<file path="src/rtl/prim_alert_ping_sched_if.sv">
// Bundles the scheduler's configuration, receiver handshake and status signals.
// The scheduler uses the master modport; the alert handler side uses the slave modport.
interface prim_alert_ping_sched_if #(
    parameter int NumAlerts = 4,
    parameter int TimerW    = 16,
    parameter int IdxW      = (NumAlerts > 1) ? $clog2(NumAlerts) : 1
);
    logic                 en;
    logic [NumAlerts-1:0] alert_en;
    logic [TimerW-1:0]    wait_cyc;
    logic [TimerW-1:0]    timeout_cyc;
    logic [NumAlerts-1:0] ping_ok;
    logic [NumAlerts-1:0] ping_en;
    logic                 ping_fail;
    logic [IdxW-1:0]      ping_fail_idx;
    logic                 busy;

    modport master (
        input  en, alert_en, wait_cyc, timeout_cyc, ping_ok,
        output ping_en, ping_fail, ping_fail_idx, busy
    );

    modport slave (
        output en, alert_en, wait_cyc, timeout_cyc, ping_ok,
        input  ping_en, ping_fail, ping_fail_idx, busy
    );
endinterface

</file>
<file path="src/rtl/prim_alert_ping_sched.sv">
// Round-robin liveness pinger for a bank of alert receivers: raises one ping_en
// at a time, waits for the matching ping_ok, and pulses ping_fail on timeout.
module prim_alert_ping_sched #(
    parameter int NumAlerts = 4,
    parameter int TimerW    = 16
) (
    input logic                     clk_i,
    input logic                     rst_ni,
    prim_alert_ping_sched_if.master bus
);
    localparam int IdxW = (NumAlerts > 1) ? $clog2(NumAlerts) : 1;
    localparam logic [IdxW-1:0] LastIdxRst = IdxW'(NumAlerts - 1);

    typedef enum logic [1:0] {
        StIdle = 2'd0,
        StWait = 2'd1,
        StPing = 2'd2
    } state_e;

    state_e               state_q, state_d;
    logic [TimerW-1:0]    cnt_q, cnt_d;
    logic [IdxW-1:0]      idx_q, idx_d;
    logic [IdxW-1:0]      last_idx_q, last_idx_d;
    logic [IdxW-1:0]      fail_idx_q, fail_idx_d;
    logic [NumAlerts-1:0] ping_en_q, ping_en_d;
    logic                 fail_q, fail_d;
    logic                 busy_q;

    logic                 sel_found;
    logic [IdxW-1:0]      sel_idx;
    logic [IdxW-1:0]      cand_idx;
    logic [NumAlerts-1:0] sel_onehot;
    int                   cand;

    // Next enabled channel strictly after last_idx, wrapping; scanning offsets
    // downward lets the nearest candidate overwrite farther ones.
    always_comb begin
        sel_found = 1'b0;
        sel_idx   = '0;
        cand      = 0;
        cand_idx  = '0;
        for (int off = NumAlerts; off >= 1; off--) begin
            cand     = (int'(last_idx_q) + off) % NumAlerts;
            cand_idx = IdxW'(cand);
            if (bus.alert_en[cand_idx]) begin
                sel_found = 1'b1;
                sel_idx   = cand_idx;
            end
        end
    end

    always_comb begin
        sel_onehot = '0;
        for (int i = 0; i < NumAlerts; i++) begin
            sel_onehot[i] = (sel_idx == IdxW'(i));
        end
    end

    always_comb begin
        // NOTE: every variable gets a default before any branch so no path
        // leaves it unassigned, which would otherwise infer a latch.
        state_d    = state_q;
        cnt_d      = cnt_q;
        idx_d      = idx_q;
        last_idx_d = last_idx_q;
        fail_idx_d = fail_idx_q;
        ping_en_d  = ping_en_q;
        fail_d     = 1'b0;

        if (!bus.en) begin
            state_d   = StIdle;
            cnt_d     = '0;
            ping_en_d = '0;
        end else begin
            unique case (state_q)
                StIdle: begin
                    if (|bus.alert_en) begin
                        state_d = StWait;
                        cnt_d   = bus.wait_cyc;
                    end
                end
                StWait: begin
                    if (cnt_q != '0) begin
                        cnt_d = cnt_q - TimerW'(1);
                    end else if (sel_found) begin
                        state_d    = StPing;
                        idx_d      = sel_idx;
                        last_idx_d = sel_idx;
                        ping_en_d  = sel_onehot;
                        cnt_d      = bus.timeout_cyc;
                    end else begin
                        state_d = StIdle;
                    end
                end
                StPing: begin
                    // A response on the final cycle still counts as success.
                    if (bus.ping_ok[idx_q]) begin
                        state_d   = StWait;
                        ping_en_d = '0;
                        cnt_d     = bus.wait_cyc;
                    end else if (!bus.alert_en[idx_q]) begin
                        state_d   = StWait;
                        ping_en_d = '0;
                        cnt_d     = bus.wait_cyc;
                    end else if (cnt_q == '0) begin
                        state_d    = StWait;
                        ping_en_d  = '0;
                        cnt_d      = bus.wait_cyc;
                        fail_d     = 1'b1;
                        fail_idx_d = idx_q;
                    end else begin
                        cnt_d = cnt_q - TimerW'(1);
                    end
                end
                default: begin
                    state_d   = StIdle;
                    cnt_d     = '0;
                    ping_en_d = '0;
                end
            endcase
        end
    end

    // NOTE: state registers use non-blocking assignments so every flop samples
    // the pre-edge values, independent of statement order.
    always_ff @(posedge clk_i or negedge rst_ni) begin
        if (!rst_ni) begin
            state_q    <= StIdle;
            cnt_q      <= '0;
            idx_q      <= '0;
            last_idx_q <= LastIdxRst;
            fail_idx_q <= '0;
            ping_en_q  <= '0;
            fail_q     <= 1'b0;
            busy_q     <= 1'b0;
        end else begin
            state_q    <= state_d;
            cnt_q      <= cnt_d;
            idx_q      <= idx_d;
            last_idx_q <= last_idx_d;
            fail_idx_q <= fail_idx_d;
            ping_en_q  <= ping_en_d;
            fail_q     <= fail_d;
            busy_q     <= (state_d != StIdle);
        end
    end

    assign bus.ping_en       = ping_en_q;
    assign bus.ping_fail     = fail_q;
    assign bus.ping_fail_idx = fail_idx_q;
    assign bus.busy          = busy_q;
endmodule

</file>
<file path="src/flat_wrapper.sv">
// flat-port wrapper written by rule: the top's interface ports become plain ports
module prim_alert_ping_sched_flat 
#(
    parameter int NumAlerts = 4,
    parameter int TimerW    = 16
)
  (clk_i, rst_ni, bus_en, bus_alert_en, bus_wait_cyc, bus_timeout_cyc, bus_ping_ok, bus_ping_en, bus_ping_fail, bus_ping_fail_idx, bus_busy);
  prim_alert_ping_sched_if #(.NumAlerts(NumAlerts), .TimerW(TimerW)) bus_i ();
  input logic clk_i;
  input logic rst_ni;
  input wire logic [$bits(bus_i.en)-1:0] bus_en;
  input wire logic [$bits(bus_i.alert_en)-1:0] bus_alert_en;
  input wire logic [$bits(bus_i.wait_cyc)-1:0] bus_wait_cyc;
  input wire logic [$bits(bus_i.timeout_cyc)-1:0] bus_timeout_cyc;
  input wire logic [$bits(bus_i.ping_ok)-1:0] bus_ping_ok;
  output wire logic [$bits(bus_i.ping_en)-1:0] bus_ping_en;
  output wire logic [$bits(bus_i.ping_fail)-1:0] bus_ping_fail;
  output wire logic [$bits(bus_i.ping_fail_idx)-1:0] bus_ping_fail_idx;
  output wire logic [$bits(bus_i.busy)-1:0] bus_busy;
  assign bus_i.en = bus_en;
  assign bus_i.alert_en = bus_alert_en;
  assign bus_i.wait_cyc = bus_wait_cyc;
  assign bus_i.timeout_cyc = bus_timeout_cyc;
  assign bus_i.ping_ok = bus_ping_ok;
  assign bus_ping_en = bus_i.ping_en;
  assign bus_ping_fail = bus_i.ping_fail;
  assign bus_ping_fail_idx = bus_i.ping_fail_idx;
  assign bus_busy = bus_i.busy;
  prim_alert_ping_sched #(.NumAlerts(NumAlerts), .TimerW(TimerW)) u_core (.clk_i(clk_i), .rst_ni(rst_ni), .bus(bus_i));
endmodule
</file>
<file path="config.mk">
export PLATFORM = sky130hd
export DESIGN_NAME = prim_alert_ping_sched_flat
export DESIGN_NICKNAME = d
export VERILOG_FILES = /design/src/rtl/prim_alert_ping_sched_if.sv /design/src/rtl/prim_alert_ping_sched.sv /design/src/flat_wrapper.sv
export SDC_FILE = /design/constraint.sdc
export NUM_CORES = 1
export LEC_CHECK = 0
export CORE_UTILIZATION = 50
export CTS_CLUSTER_DIAMETER = 40
export DETAILED_ROUTE_END_ITERATION = 8
export PLACE_DENSITY = 0.81
export SKIP_CTS_REPAIR_TIMING = 1
export SYNTH_ARGS = -nofsm -noshare
export SYNTH_HDL_FRONTEND = slang
export SYNTH_SLANG_ARGS = --single-unit
</file>
<file path="constraint.sdc">
create_clock -name clk_i -period 3.12 [get_ports clk_i]
set_input_delay 0.624 -clock clk_i [delete_from_list [all_inputs] [get_ports clk_i]]
set_output_delay 0.624 -clock clk_i [all_outputs]
set_load 0.02 [all_outputs]
</file>
==> results of run 1 <==
through the flow:
stage | utilization (%) | setup WS [ps]
after global placement | 67.5 | 217
after floorplan | - | 526
after CTS | 69.9 | 404
final | 69.9 | 400
after global routing | 69.9 | 271
after detailed placement | 67.5 | 116
metal layers:
layer	routed length, µm	share of wire, %	global-route usage, %
met3	371	6.3	6.38
met2	2920	50	49.4
met4	138	2.4	15.4
met5	0	0	0
met1	2440	42	32.8
cell families after synthesis:
logic type,Yosys count,synth area share (%)
XOR/XNOR,8,3.39
buffers and inverters,22,4.47
flip-flops,30,36.4
AND/OR/NAND/NOR,95,25.2
multiplexers,3,1.63
AO/OA/AOI/OAI,80,27.7
adder cells (fa/ha/maj),2,1.21
cell type report:
class | instances | area [µm²]
clock buffer | 6 | 82.6
clock inverter | 2 | 12.5
fill | 359 | 1200
inverter | 7 | 26.3
multi-input combinational | 188 | 1220
sequential | 30 | 753
tap | 50 | 62.6
timing repair buffer | 68 | 636
registers in the layout, summed over array words and instances (netlist names):
signal	cells
u_core.cnt_q	16
u_core.bus.ping_en	4
u_core.bus.ping_fail_idx	2
u_core.idx_q	2
u_core.last_idx_q	2
u_core.state_q	2
u_core.bus.busy	1
u_core.bus.ping_fail	1
worst max path at each step:
stage                        to  slack [ps]  cells past startpoint
3_3_place_gp   u_core.cnt_q[12]         220                      7
6_report       u_core.cnt_q[12]         400                      7
4_1_cts        u_core.cnt_q[12]         400                      6
2_1_floorplan  u_core.cnt_q[12]         530                      7
3_5_place_dp   u_core.cnt_q[12]         120                      7
5_1_grt        u_core.cnt_q[12]         270                      7
worst max-delay path: stages:
cell             delay [ps]
clkdlybuf4s50_1         500
or4_1                   510
o31ai_1                 330
a221o_1                 260
a211oi_1                 70
buf_4                   210
a221o_2                 390
power breakdown:
group,total [mW],internal [mW],switching (mW)
logic,0.449,0.221,0.228
clock network,0.335,0.177,0.158
registers,0.512,0.444,0.0681
placed cells by master, fill, tap and decap left out, types with 3 or more instances in the layout:
cell / instances
nand2b_1: 3
nor2_1: 21
clkdlybuf4s50_1: 50
a22oi_1: 5
nor3_1: 9
a221o_1: 8
mux2_2: 3
nor4_1: 5
xnor2_1: 5
o31ai_1: 4
a31oi_1: 3
o21a_1: 3
nand3_1: 15
or4_4: 3
a21oi_1: 16
buf_4: 18
inv_1: 7
o211ai_1: 3
nor2b_1: 4
xor2_1: 3
o21ai_0: 13
a211oi_1: 6
clkbuf_8: 6
and2_1: 6
nand2_1: 14
dfrtp_1: 28
==> summary by stage, run 1 <==
Detailed routing
The total wirelength of the detailed-routed design is 5870 µm. The count of nets left with antenna violations once routing finished came out at 0. The detailed-route wire length per cell is 16.7 µm. Detailed routing inserted a total of 2125 vias. In the routed design, unresolved DRC markers number 0. The first-pass detailed-route iteration total is 4.

The first routing iteration left 116 violations. The average via count per standard cell is 6.05.

STA
Setup repair after global routing left no endpoint under its margin. The final number of setup-violating endpoints is 0. The slew at the pin with the worst max-slew slack is 541 ps. The number of slew-limit violations in the final report is 0. The total negative slack for setup checks is 0 ps.

Hold timing on the final database bottoms out at a slack of 514 ps. Between clock sinks in the finished design, the worst skew comes to 5.92 ps. The max-slew headroom at the worst pin is 63.7%. The maximum clock frequency is 368 MHz. The portion of the clock cycle consumed by the worst path in the final layout is 87.2%. After layout, the minimum clock period comes to 2720 ps. The hold violation total from the final report is 0.

Clock network
The clock tree from TritonCTS is done. The clock passes through at most 2 buffers. The clock net sink count is 30. Clock-pin slew was measured on the worst setup and hold paths at 70 ps. The maximum level of the CTS H-tree is 2.

Clock latency on the worst-skew pair, taken at its later pin, is 290 ps. Clock tree synthesis inserted a total of 5 buffers. In this run the clock root is driven by a clkbuf_8.

Min path
The path with the worst hold slack has its endpoint at u_core.bus.ping_fail_idx[0]. The worst hold path startpoint is u_core.bus.ping_fail_idx[0]. The type of the worst min-delay path is reg -> reg. Counting instances, the worst hold path has a depth of 1.

Floorplanning
For this configuration, the core starts out at a cell density of 51.7%. The die covers 4400 µm². After floorplanning, the core was divided into 23 placement rows. Measured along the y axis, the die boundary spans 66.3 µm.

The die width is 66.3 µm. The area of the core is 4000 µm². The number of I/O pins is 51.

Setup path
Across all register-to-register paths, the minimum setup slack is 410 ps. The worst endpoint required time is 3300 ps. The sort of element at the start of the critical path is an input port. The worst register-to-register path begins at u_core.cnt_q[3].

The worst register-to-register path has a depth of 6. The highest net fanout along the worst path is 12. The destination of the worst register-to-register timing path is u_core.cnt_q[12]. The critical path endpoint category is a register.

The critical path starts at bus_alert_en[3]. The data arrival at the endpoint of the critical path is 2900 ps. The critical path class is in -> reg.

Placed design
The final estimated routing congestion in global placement is 0.930. After detailed placement, the design holds a cell count of 343. The total cell area at the placement stage is 2700 µm². The HPWL reported at the end of detailed placement is 4210 µm. Buffers placed on the I/O ports in this run total 50.

Finish
The number of nets in the final layout is 345. The final non-filler cell total is 351. The ratio of cells with drive above 1 in the final layout is 13.6%.

Relative to the synthesized area, the layout overhead comes to 35.1%. The number of antenna diodes in the final layout is 0. The finished cells cover 2800 µm².

Logic synthesis
The most frequent cell after synthesis is dfrtp_1. The post-synthesis area per instance is 8.62 µm². The fraction of post-synthesis cell area in the top cell type by area is 33.9%. Sequential elements use 36.4% of the synthesized area. In this run, synthesis produced a sequential element count of 30. Among all flip-flop cells after synthesis, the most frequent one is dfrtp_1. The number of enable flip-flop cells after synthesis is 0.

Synthesis produced 240 cells. The cell area that synthesis handed to floorplanning was 2070 µm². Sorting the synthesized cells by area gives the leading types as dfrtp_1, a21oi_1, a221o_1, nor2_1, nand3_1. The synthesized net count is 285.

Counting flops with an async set or reset pin after synthesis yields a share of 100%. The top cell type by total area after synthesis is dfrtp_1. The commonest cells after synthesis are dfrtp_1, nor2_1, a21oi_1, nand3_1, nand2_1. The number of warning messages in the yosys log is 0. The netlist uses 56 different library cells.

Pwr
In this run the static leakage power is 1.10 nW. Dividing total power by cell area gives a power density of 464 nW/µm². VDD sags by at most 0.230 mV. Power comes to 1.30 mW.

GRT
The global-route congestion overflow total is 0. The number of antenna violations at the first check in global routing is 0. The maximum number of pins on one net before global-route repair is 31. The first global-routing pass estimated 9440 µm of wire.

The number of global-route vias before repair is 2108. The overall routing resource usage is 28.7%.

Run
The reported max-cap violation count is 0.

Outcome
The run finished with clean final reports.
Power figures use the tool's default switching activity.
==> inputs of run 2 (changes only) <==
--- a/config.mk
+++ b/config.mk
@@ -7,6 +7,7 @@
 export LEC_CHECK = 0
 export CORE_UTILIZATION = 50
 export CTS_CLUSTER_DIAMETER = 40
+export CTS_CLUSTER_SIZE = 14
 export DETAILED_ROUTE_END_ITERATION = 8
 export PLACE_DENSITY = 0.81
 export SKIP_CTS_REPAIR_TIMING = 1
==> results of run 2 <==
Same layout as run 1: the final DEF is identical, and so are final timing and power.
